File: src/rtl/tpu_host_arbiter.sv
// tpu_host_arbiter: arbitrates host commands from two requesters (UART and front panel)
// onto the TPU's unified-buffer, weight and instruction write ports and its start strobe.
// UB reads are returned on a shared response bus to the requester that issued them.
//
// Ports:
//   clk, rst_n                      clock, asynchronous active-low reset
//   {uart,panel}_cmd_*              command handshake (valid/ready) with op, addr and data
//   {uart,panel}_rsp_valid/_ready   read response handshake; rsp_data is shared
//   ub_wr_*, ub_rd_*, ub_rd_data    unified buffer write and read ports
//   wt_wr_*, instr_wr_*             weight and instruction memory write ports
//   start_execution                 one-cycle start pulse
//   sys_busy, vpu_busy, ub_busy     TPU activity; any of them holds off new commands
//   grant_owner                     0 = UART, 1 = panel; owner of the current/last command
//   err_illegal_op                  one-cycle pulse when an op code 5..7 is issued
module tpu_host_arbiter #(
  parameter int unsigned RD_LAT = 1
) (
  input  logic         clk,
  input  logic         rst_n,
  input  logic         uart_cmd_valid,
  output logic         uart_cmd_ready,
  input  logic [2:0]   uart_cmd_op,
  input  logic [9:0]   uart_cmd_addr,
  input  logic [255:0] uart_cmd_data,
  output logic         uart_rsp_valid,
  input  logic         uart_rsp_ready,
  input  logic         panel_cmd_valid,
  output logic         panel_cmd_ready,
  input  logic [2:0]   panel_cmd_op,
  input  logic [9:0]   panel_cmd_addr,
  input  logic [255:0] panel_cmd_data,
  output logic         panel_rsp_valid,
  input  logic         panel_rsp_ready,
  output logic [255:0] rsp_data,
  output logic         ub_wr_en,
  output logic [7:0]   ub_wr_addr,
  output logic [255:0] ub_wr_data,
  output logic         ub_rd_en,
  output logic [7:0]   ub_rd_addr,
  input  logic [255:0] ub_rd_data,
  output logic         wt_wr_en,
  output logic [9:0]   wt_wr_addr,
  output logic [63:0]  wt_wr_data,
  output logic         instr_wr_en,
  output logic [4:0]   instr_wr_addr,
  output logic [31:0]  instr_wr_data,
  output logic         start_execution,
  input  logic         sys_busy,
  input  logic         vpu_busy,
  input  logic         ub_busy,
  output logic         grant_owner,
  output logic         err_illegal_op
);

  localparam logic [2:0] OpUbWr    = 3'd0;
  localparam logic [2:0] OpUbRd    = 3'd1;
  localparam logic [2:0] OpWtWr    = 3'd2;
  localparam logic [2:0] OpInstrWr = 3'd3;
  localparam logic [2:0] OpStart   = 3'd4;

  // Capture happens when the counter (0 in the ub_rd_en cycle) reaches RD_LAT.
  localparam logic [2:0] RdLatCnt = 3'(RD_LAT);

  typedef enum logic [1:0] {StIdle, StIssue, StRdWait, StResp} state_e;

  state_e         state_q;
  logic [2:0]     op_q;
  logic [9:0]     addr_q;
  logic [255:0]   data_q;
  logic           last_grant_q;
  logic [2:0]     lat_cnt_q;

  logic           tpu_busy;
  logic           any_valid;
  logic           win_panel;
  logic           owner_rsp_ready;

  always_comb begin
    tpu_busy  = sys_busy | vpu_busy | ub_busy;
    any_valid = uart_cmd_valid | panel_cmd_valid;
    // Round-robin: on contention the requester that did not win last time goes next.
    if (uart_cmd_valid && panel_cmd_valid) begin
      win_panel = ~last_grant_q;
    end else begin
      win_panel = panel_cmd_valid;
    end
    owner_rsp_ready = grant_owner ? panel_rsp_ready : uart_rsp_ready;
  end

  always_ff @(posedge clk or negedge rst_n) begin
    if (!rst_n) begin
      state_q         <= StIdle;
      op_q            <= 3'd0;
      addr_q          <= 10'd0;
      data_q          <= 256'd0;
      last_grant_q    <= 1'b1;
      lat_cnt_q       <= 3'd0;
      uart_cmd_ready  <= 1'b0;
      panel_cmd_ready <= 1'b0;
      uart_rsp_valid  <= 1'b0;
      panel_rsp_valid <= 1'b0;
      rsp_data        <= 256'd0;
      ub_wr_en        <= 1'b0;
      ub_wr_addr      <= 8'd0;
      ub_wr_data      <= 256'd0;
      ub_rd_en        <= 1'b0;
      ub_rd_addr      <= 8'd0;
      wt_wr_en        <= 1'b0;
      wt_wr_addr      <= 10'd0;
      wt_wr_data      <= 64'd0;
      instr_wr_en     <= 1'b0;
      instr_wr_addr   <= 5'd0;
      instr_wr_data   <= 32'd0;
      start_execution <= 1'b0;
      grant_owner     <= 1'b0;
      err_illegal_op  <= 1'b0;
    end else begin
      // Strobes are single-cycle; the state that wants one re-asserts it below.
      uart_cmd_ready  <= 1'b0;
      panel_cmd_ready <= 1'b0;
      ub_wr_en        <= 1'b0;
      ub_rd_en        <= 1'b0;
      wt_wr_en        <= 1'b0;
      instr_wr_en     <= 1'b0;
      start_execution <= 1'b0;
      err_illegal_op  <= 1'b0;

      unique case (state_q)
        StIdle: begin
          if (any_valid && !tpu_busy) begin
            uart_cmd_ready  <= ~win_panel;
            panel_cmd_ready <= win_panel;
            op_q            <= win_panel ? panel_cmd_op   : uart_cmd_op;
            addr_q          <= win_panel ? panel_cmd_addr : uart_cmd_addr;
            data_q          <= win_panel ? panel_cmd_data : uart_cmd_data;
            last_grant_q    <= win_panel;
            grant_owner     <= win_panel;
            state_q         <= StIssue;
          end
        end

        StIssue: begin
          state_q <= StIdle;
          case (op_q)
            OpUbWr: begin
              ub_wr_en   <= 1'b1;
              ub_wr_addr <= addr_q[7:0];
              ub_wr_data <= data_q;
            end
            OpUbRd: begin
              ub_rd_en   <= 1'b1;
              ub_rd_addr <= addr_q[7:0];
              lat_cnt_q  <= 3'd0;
              state_q    <= StRdWait;
            end
            OpWtWr: begin
              wt_wr_en   <= 1'b1;
              wt_wr_addr <= addr_q;
              wt_wr_data <= data_q[63:0];
            end
            OpInstrWr: begin
              instr_wr_en   <= 1'b1;
              instr_wr_addr <= addr_q[4:0];
              instr_wr_data <= data_q[31:0];
            end
            OpStart: begin
              start_execution <= 1'b1;
            end
            default: begin
              err_illegal_op <= 1'b1;
            end
          endcase
        end

        StRdWait: begin
          if (lat_cnt_q == RdLatCnt) begin
            rsp_data        <= ub_rd_data;
            uart_rsp_valid  <= ~grant_owner;
            panel_rsp_valid <= grant_owner;
            state_q         <= StResp;
          end else begin
            lat_cnt_q <= lat_cnt_q + 3'd1;
          end
        end

        StResp: begin
          if (owner_rsp_ready) begin
            uart_rsp_valid  <= 1'b0;
            panel_rsp_valid <= 1'b0;
            state_q         <= StIdle;
          end
        end

        default: state_q <= StIdle;
      endcase
    end
  end

endmodule
File: config.mk
export PLATFORM = sky130hd
export DESIGN_NAME = tpu_host_arbiter
export DESIGN_NICKNAME = d
export VERILOG_FILES = /design/src/rtl/tpu_host_arbiter.sv
export SDC_FILE = /design/constraint.sdc
export NUM_CORES = 1
export LEC_CHECK = 0
export ABC_AREA = 1
export BUFFER_PORTS_ARGS = -buffer_cell sky130_fd_sc_hd__buf_2
export CORE_AREA = 2 2 564 566
export CTS_BUF_LIST = sky130_fd_sc_hd__clkbuf_8
export DETAILED_ROUTE_END_ITERATION = 6
export DIE_AREA = 0 0 566 568
export PLACE_DENSITY_LB_ADDON = 0.25
export SLEW_MARGIN = 20
export SYNTH_ARGS = -nofsm -noshare
export SYNTH_HDL_FRONTEND = slang
export SYNTH_SLANG_ARGS = --single-unit
File: constraint.sdc
create_clock -name clk -period 1.5 [get_ports clk]
set_clock_uncertainty 0.1 [all_clocks]
set_input_delay 0.3 -clock clk [delete_from_list [all_inputs] [get_ports clk]]
set_output_delay 0.3 -clock clk [all_outputs]
set_load 0.05 [all_outputs]
==> results of run 1 <==
## layout make-up
cell class,count,area share
repair buffers,3174,0.396
flip-flops and latches,925,0.295
multi-input cells,3439,0.188
well taps,4180,0.0664
clock buffers,232,0.0405
clock inverters,99,0.00789
inverters,94,0.00538
diodes,30,0.000953
repair inverters,4,0.000826
## state kept, by name, summed over array words and instances (netlist names), 8 cells and up, named ones only
name	cells
ub_rd_addr	8
wt_wr_data	64
addr_q	10
ub_wr_data	256
data_q	256
instr_wr_data	32
wt_wr_addr	10
rsp_data	256
ub_wr_addr	8
## cells in the mapped netlist, types with 3 or more instances
cell	count
nand2_1	3223
dfrtp_1	924
buf_2	125
clkbuf_1	110
o21ai_0	107
inv_1	91
o21ai_1	45
nand3_1	42
buf_1	17
buf_4	9
nor2_1	7
inv_2	3
nand4_1	3
nor3_1	3
## worst max path at each step
stage,startpoint,end,slack [ns],cells after the start
2_1_floorplan,lat_cnt_q[0],rsp_data[154],-0.07,8
3_3_place_gp,flip-flop,data_q[218],-0.59,7
3_5_place_dp,flip-flop,data_q[218],-0.61,7
4_1_cts,rsp_data[65],rsp_data[65],-0.65,1
5_1_grt,rsp_data[69],rsp_data[69],-0.62,1
6_report,rsp_data[65],rsp_data[65],-0.50,1
## layer usage
| layer | up-vias | wire [µm] | track usage | part of all wire |
|---|---|---|---|---|
| li1 | 20600 | - | - | - |
| met5 | - | 27 | 0 | 0.00010 |
| met3 | 578 | 17900 | 0.0417 | 0.068 |
| met4 | 4 | 16800 | 0.0852 | 0.064 |
| met1 | 21300 | 101000 | 0.171 | 0.38 |
| met2 | 1980 | 128000 | 0.261 | 0.48 |
## cell families (layout without fill, tap and decap cells)
group / Yosys count / after routing
AO/OA/AOI/OAI: 152 / 152
adder cells (fa/ha/maj): 2 / 2
buffers and inverters: 355 / 3603
flip-flops: 925 / 925
other: 0 / 30
AND/OR/NAND/NOR: 3285 / 3285
## power breakdown
group	switching (µW)	leakage (µW)	internal (µW)
clock	12500	0.00219	14800
sequential	9780	0.0117	36200
combinational	52800	0.0270	32800
total	75100	0.0409	83800
## through the flow
| stage | total power (µW) | hold WS [ns] | cell area, µm² | setup TNS (ns) |
|---|---|---|---|---|
| global route | 167000 | 0.0359 | 78800 | -686.58 |
| detailed placement | 109000 | 0.0994 | 53000 | -327.59 |
| CTS | 156000 | 0.000706 | 75200 | -662.12 |
| floorplan | 81500 | -0.0956 | 37900 | -3.08 |
| global placement | 109000 | 0.102 | 53000 | -327.24 |
| finish | 159000 | 0.134 | 78800 | -538.13 |
## what timing repair did
action / 4_1_cts / 5_1_grt
setup buffers: 254 / 102
gates cloned: 49 / 53
hold buffers: 994 / 0
pin swaps: 92 / 87
endpoints found under the hold margin: 1454 / 0
setup endpoints to repair: 1573 / 1683
gates resized for setup: 1565 / 486
==> summary.txt, run 1 <==
Synth
  – Mux contribution to synthesized area: 0
  – Largest family of logic cells by synthesized area: simple AND/OR/NAND/NOR gates
  – Most used DFF post-synth: dfrtp_1
  – Async set-or-reset flop fraction in the synthesized netlist: 1.00
  – Yosys cell types: 21
  – Seq/Total Area, Yosys: 0.611
  – Post-Synth Adder-Cell Area: 0.000661
  – Post-synthesis instance total: 4,719
  – Number of synthesized flops with an enable pin: 0
  – Synthesized cell area: 0.0379 mm²
  – Synth Register Bits: 925
  – Largest cells by area after synthesis: dfrtp_1 (61%), nand2_1 (32%), buf_2 (1.7%)
  – Avg Cell Area, Syn: 8.03 µm²
  – Post-Syn Nets: 5,524
  – Yosys Warn Count: 0
  – Synth top area share: 0.610
  – Post-synthesis xor/xnor area fraction: 0
  – Post-synthesis compound-gate area fraction: 0.0201
  – Simple-gate share of the synthesized area: 0.328
  – Cell taking the most area after synthesis: dfrtp_1

Global route
  – Initial antenna violation count: 41
  – GRT Total Usage: 0.153
  – Grt ovf: 0
  – Number of global-route vias before repair: 45.9k
  – First-pass GRT wire length: 351,000 µm
  – Largest net degree at the start of global routing: 87

CTS
  – Clk sinks: 925
  – Clock root buffer master: clkbuf_8
  – Longest Clk Path Bufs: 4
  – Clk Latency, worst-skew pair: 0.91 ns
  – Clk pin slew, worst setup/hold paths: 0.06 ns
  – H-tree levels: 4
  – Num CTS Buffers: 186
  – CTS tree: built

Place
  – Hpwl dp: 189,000 µm
  – GP Congestion: 1.01
  – I/O Buffers: 1,452
  – Placed insts: 10.4k
  – Dpl ws: -0.607 ns

Cells and area
  – Final Util: 0.249
  – Most frequent cells in the layout: nand2_1 (2,895), dlygate4sd3_1 (993), dfrtp_1 (875)
  – Final cell count without fillers: 12.2k
  – Nets: 8,629
  – Layout cells sized above 1: 0.358
  – Most common cell after layout, fill and taps aside: nand2_1
  – FF/Latch Area: 0.0232 mm²
  – Multi-input gate area: 0.0148 mm²
  – P&R area growth vs syn: 108%
  – Fillers: 34.1k

STA
  – Unrepaired setup endpoints after global routing: yes
  – Fin. Hold Viols: 0
  – Slew HR: 0.655
  – Tmin final: 2.00 ns
  – Setup WS post-layout: -0.497 ns
  – Final setup violation count: 1,753
  – Max Slew Vio Count: 0
  – Period utilization: 1.33
  – F_max: 501 MHz
  – Worst slew pin tran: 0.518 ns

Critical path
  – Crit path max fanout: 2
  – Worst Setup End Kind: primary output
  – Setup Crit Path Kind: reg2out
  – R2R depth: 12
  – Crit path DAT: 1.60 ns
  – Worst-path cell chain: buf_6
  – Req. time, crit path: 1.10 ns
  – Reg2Reg Capture Point: rsp_data[255]
  – CP Buf/Inv Count: 1
  – CP Launch Type: flip-flop
  – Critical Path Slowest Stage Cell: dfrtp_2
  – CP peak stage delay: 0.47 ns
  – R2R setup slack: -0.49 ns
  – Critical path's top delay family: flip-flops

Routing
  – DRC viols: 0
  – Antenna Nets Post-Route: 0
  – DRT Pass-1 Iters: 6
  – Drt total wl: 264,000 µm
  – Initial DRC Count: 2,557
  – Routed len/inst: 21.7 µm
  – DR vias: 44.4k
  – Vias per inst: 3.65

Pwr
  – VDD IR max: 1.26 mV
  – Pleak: 0.0409 µW
  – P per Cell Area: 2020 mW/mm²

Floorplan
  – Die Wd: 566 µm
  – Core Box Area: 0.316 mm²
  – Die height: 568 µm
  – Row count: 207
  – Die area: 0.321 mm²
  – Initial Utilization: 0.120
  – I/O pins: 1,453

Outcome
  – Status: finished with violations
  – Violated checks: setup timing

Hold path
  – Worst min-delay path startpoint: ub_rd_data[51]
  – Hold Path Stages: 4
  – Path category of the worst min-delay check: in2reg
  – Hold EP: rsp_data[51]

Flow run
  – # Max-Cap Violations: 0
Power figures use the tool's default switching activity.
==> run 2, diff against run 1 <==
--- a/config.mk
+++ b/config.mk
@@ -7,10 +7,10 @@
 export LEC_CHECK = 0
 export ABC_AREA = 1
 export BUFFER_PORTS_ARGS = -buffer_cell sky130_fd_sc_hd__buf_2
-export CORE_AREA = 2 2 564 566
+export CORE_AREA = 2 2 570 572
 export CTS_BUF_LIST = sky130_fd_sc_hd__clkbuf_8
 export DETAILED_ROUTE_END_ITERATION = 6
-export DIE_AREA = 0 0 566 568
+export DIE_AREA = 0 0 572 574
 export PLACE_DENSITY_LB_ADDON = 0.25
 export SLEW_MARGIN = 20
 export SYNTH_ARGS = -nofsm -noshare
==> run 2 against run 1 <==
  * The run ends with DRC, setup timing left
  * Count of clock-buffer cells in the layout unchanged
  * Utilization is 0.21 points lower
  * Final area grew 1.2%
  * Critical path depth increased by 9
==> summary.txt, run 2 (synthesized netlist as in run 1, its figures left out) <==
Outcome
  – Violated checks: DRC, setup timing
  – Status: finished with violations

CTS
  – Clk sinks: 925
  – Longest Clk Path Bufs: 4
  – Clock root buffer master: clkbuf_8
  – Clk pin slew, worst setup/hold paths: 0.06 ns
  – H-tree levels: 4
  – CTS tree: built
  – Clk Latency, worst-skew pair: 0.95 ns
  – Num CTS Buffers: 185

STA
  – Tmin final: 2.03 ns
  – Hold_ws: 0.141 ns
  – Final setup violation count: 1,566
  – Fin. Hold Viols: 0
  – Max Slew Vio Count: 0
  – Unrepaired setup endpoints after global routing: yes
  – F_max: 494 MHz
  – Worst slew pin tran: 0.580 ns
  – Setup WS post-layout: -0.525 ns
  – Slew HR: 0.613
  – Period utilization: 1.35

Floorplan
  – Initial Utilization: 0.117
  – Die area: 0.328 mm²
  – Core Box Area: 0.323 mm²
  – Row count: 209
  – I/O pins: 1,453
  – Die Wd: 572 µm
  – Die height: 574 µm

Cells and area
  – Final Util: 0.247
  – P&R area growth vs syn: 110%
  – Biggest regs: data_q x256, rsp_data x256, ub_wr_data x256
  – Layout cells sized above 1: 0.361
  – Most common cell after layout, fill and taps aside: nand2_1
  – Nets: 8,692
  – Most frequent cells in the layout: nand2_1 (2,776), dlygate4sd3_1 (1,126), dfrtp_1 (893)

Routing
  – Routed len/inst: 21.8 µm
  – Vias per inst: 3.63
  – Antenna Nets Post-Route: 0
  – Initial DRC Count: 2,617
  – DR vias: 45.0k
  – Drt total wl: 270,000 µm
  – DRT Pass-1 Iters: 7
  – DRC viols: 1

Place
  – Dpl ws: -0.678 ns
  – Hpwl dp: 193,000 µm
  – GP Congestion: 0.970
  – I/O Buffers: 1,452

Hold path
  – Path category of the worst min-delay check: in2async

Global route
  – Largest net degree at the start of global routing: 82
  – Initial antenna violation count: 76
  – First-pass GRT wire length: 357,000 µm
  – GRT Total Usage: 0.154
  – Grt ovf: 0
  – Number of global-route vias before repair: 46.4k

Pwr
  – P per Cell Area: 1990 mW/mm²
  – Clock power share: 0.178
  – VDD IR max: 1.80 mV
  – Pint: 83,800 µW
  – Logic pwr share: 0.529
  – Sw power: 75,000 µW
  – Sw Share: 0.472
  – Pwr Total: 159,000 µW
  – Pleak: 0.0409 µW
  – Register share of total power: 0.293

Critical path
  – Req. time, crit path: 2.20 ns
  – Most common cell on crit path: nand2_1
  – Critical Path Slowest Stage Cell: dfstp_2
  – Worst Setup End Kind: flip-flop
  – CP Launch Type: flip-flop
  – Worst-path cell chain: nand2_4 -> nand2_8 -> buf_12 -> inv_16 -> buf_6 -> buf_4 -> nand2_1 -> nand2_1 -> nand2_1 -> nand2_1
  – CP peak stage delay: 0.57 ns
  – Crit path max fanout: 31
  – Setup Crit Path Kind: reg2reg
  – Crit path DAT: 2.73 ns

Flow run
  – # Max-Cap Violations: 0
==> run 2: final timing paths <==
kind,startpoint,end,cells past startpoint,slack (ns)
setup / recovery,last_grant_q,data_q[110],10,-0.53
hold / removal,rst_n,wt_wr_data[16],5,0.14
setup reg to reg,last_grant_q,data_q[110],10,-0.53
hold reg to reg,data_q[118],ub_wr_data[118],2,0.37
max in group asynchronous,rst_n,rsp_data[160],6,0.03
min in group clk,ub_rd_data[117],rsp_data[117],4,0.15
==> run 2: what timing repair did <==
item,CTS,global route
cloned,55,42
buffers inserted,248,71
setup endpoints to repair,1572,1575
pin swaps,69,193
hold buffers,1128,0
resized for setup,1498,659
hold endpoints to repair,1458,0
==> run 2: layout make-up <==
| class | count | area [µm²] |
|---|---|---|
| repair buffers | 3241 | 31400 |
| flip-flops and latches | 925 | 23200 |
| multi-input cells | 3439 | 15300 |
| clock inverters | 95 | 763 |
| fillers | 34800 | 243000 |
| well taps | 4325 | 5410 |
| repair inverters | 1 | 8.76 |
| clock buffers | 232 | 3190 |
| diodes | 39 | 97.6 |
| inverters | 94 | 407 |
==> run 2: power by group through the flow <==
| stage | combinational, µW | sequential, µW | clock [µW] |
|---|---|---|---|
| 2_1_floorplan | 14800 | 66700 | 0 |
| 5_1_grt | 88900 | 47700 | 30500 |
| 3_5_place_dp | 64000 | 44200 | 0 |
| 3_3_place_gp | 63900 | 44100 | 0 |
| 4_1_cts | 80600 | 45500 | 29400 |
| 6_report | 83900 | 46600 | 28300 |
==> run 2: worst max-delay path, delay by kind of cell (launching register included) <==
kind	cells	cell delay [ns]
buffers and inverters	4	0.59
DFF	1	0.57
and+or+nand+nor	6	0.48
==> run 2: metrics by stage <==
step	setup TNS (ns)	std cells	area, µm²
final	-514.07	12400	79700
after detailed placement	-337.24	10500	52700
after CTS	-727.41	12300	76300
after global placement	-330.75	10500	52700
after floorplan	-3.08	4719	37900
after global routing	-736.41	12400	79700
==> run 2: routing by layer <==
metal,track usage,routed length [µm],share of wire
met5,0,97,0.00036
met4,0.0900,18000,0.067
met3,0.0391,18900,0.070
met2,0.263,129000,0.48
met1,0.172,103000,0.38
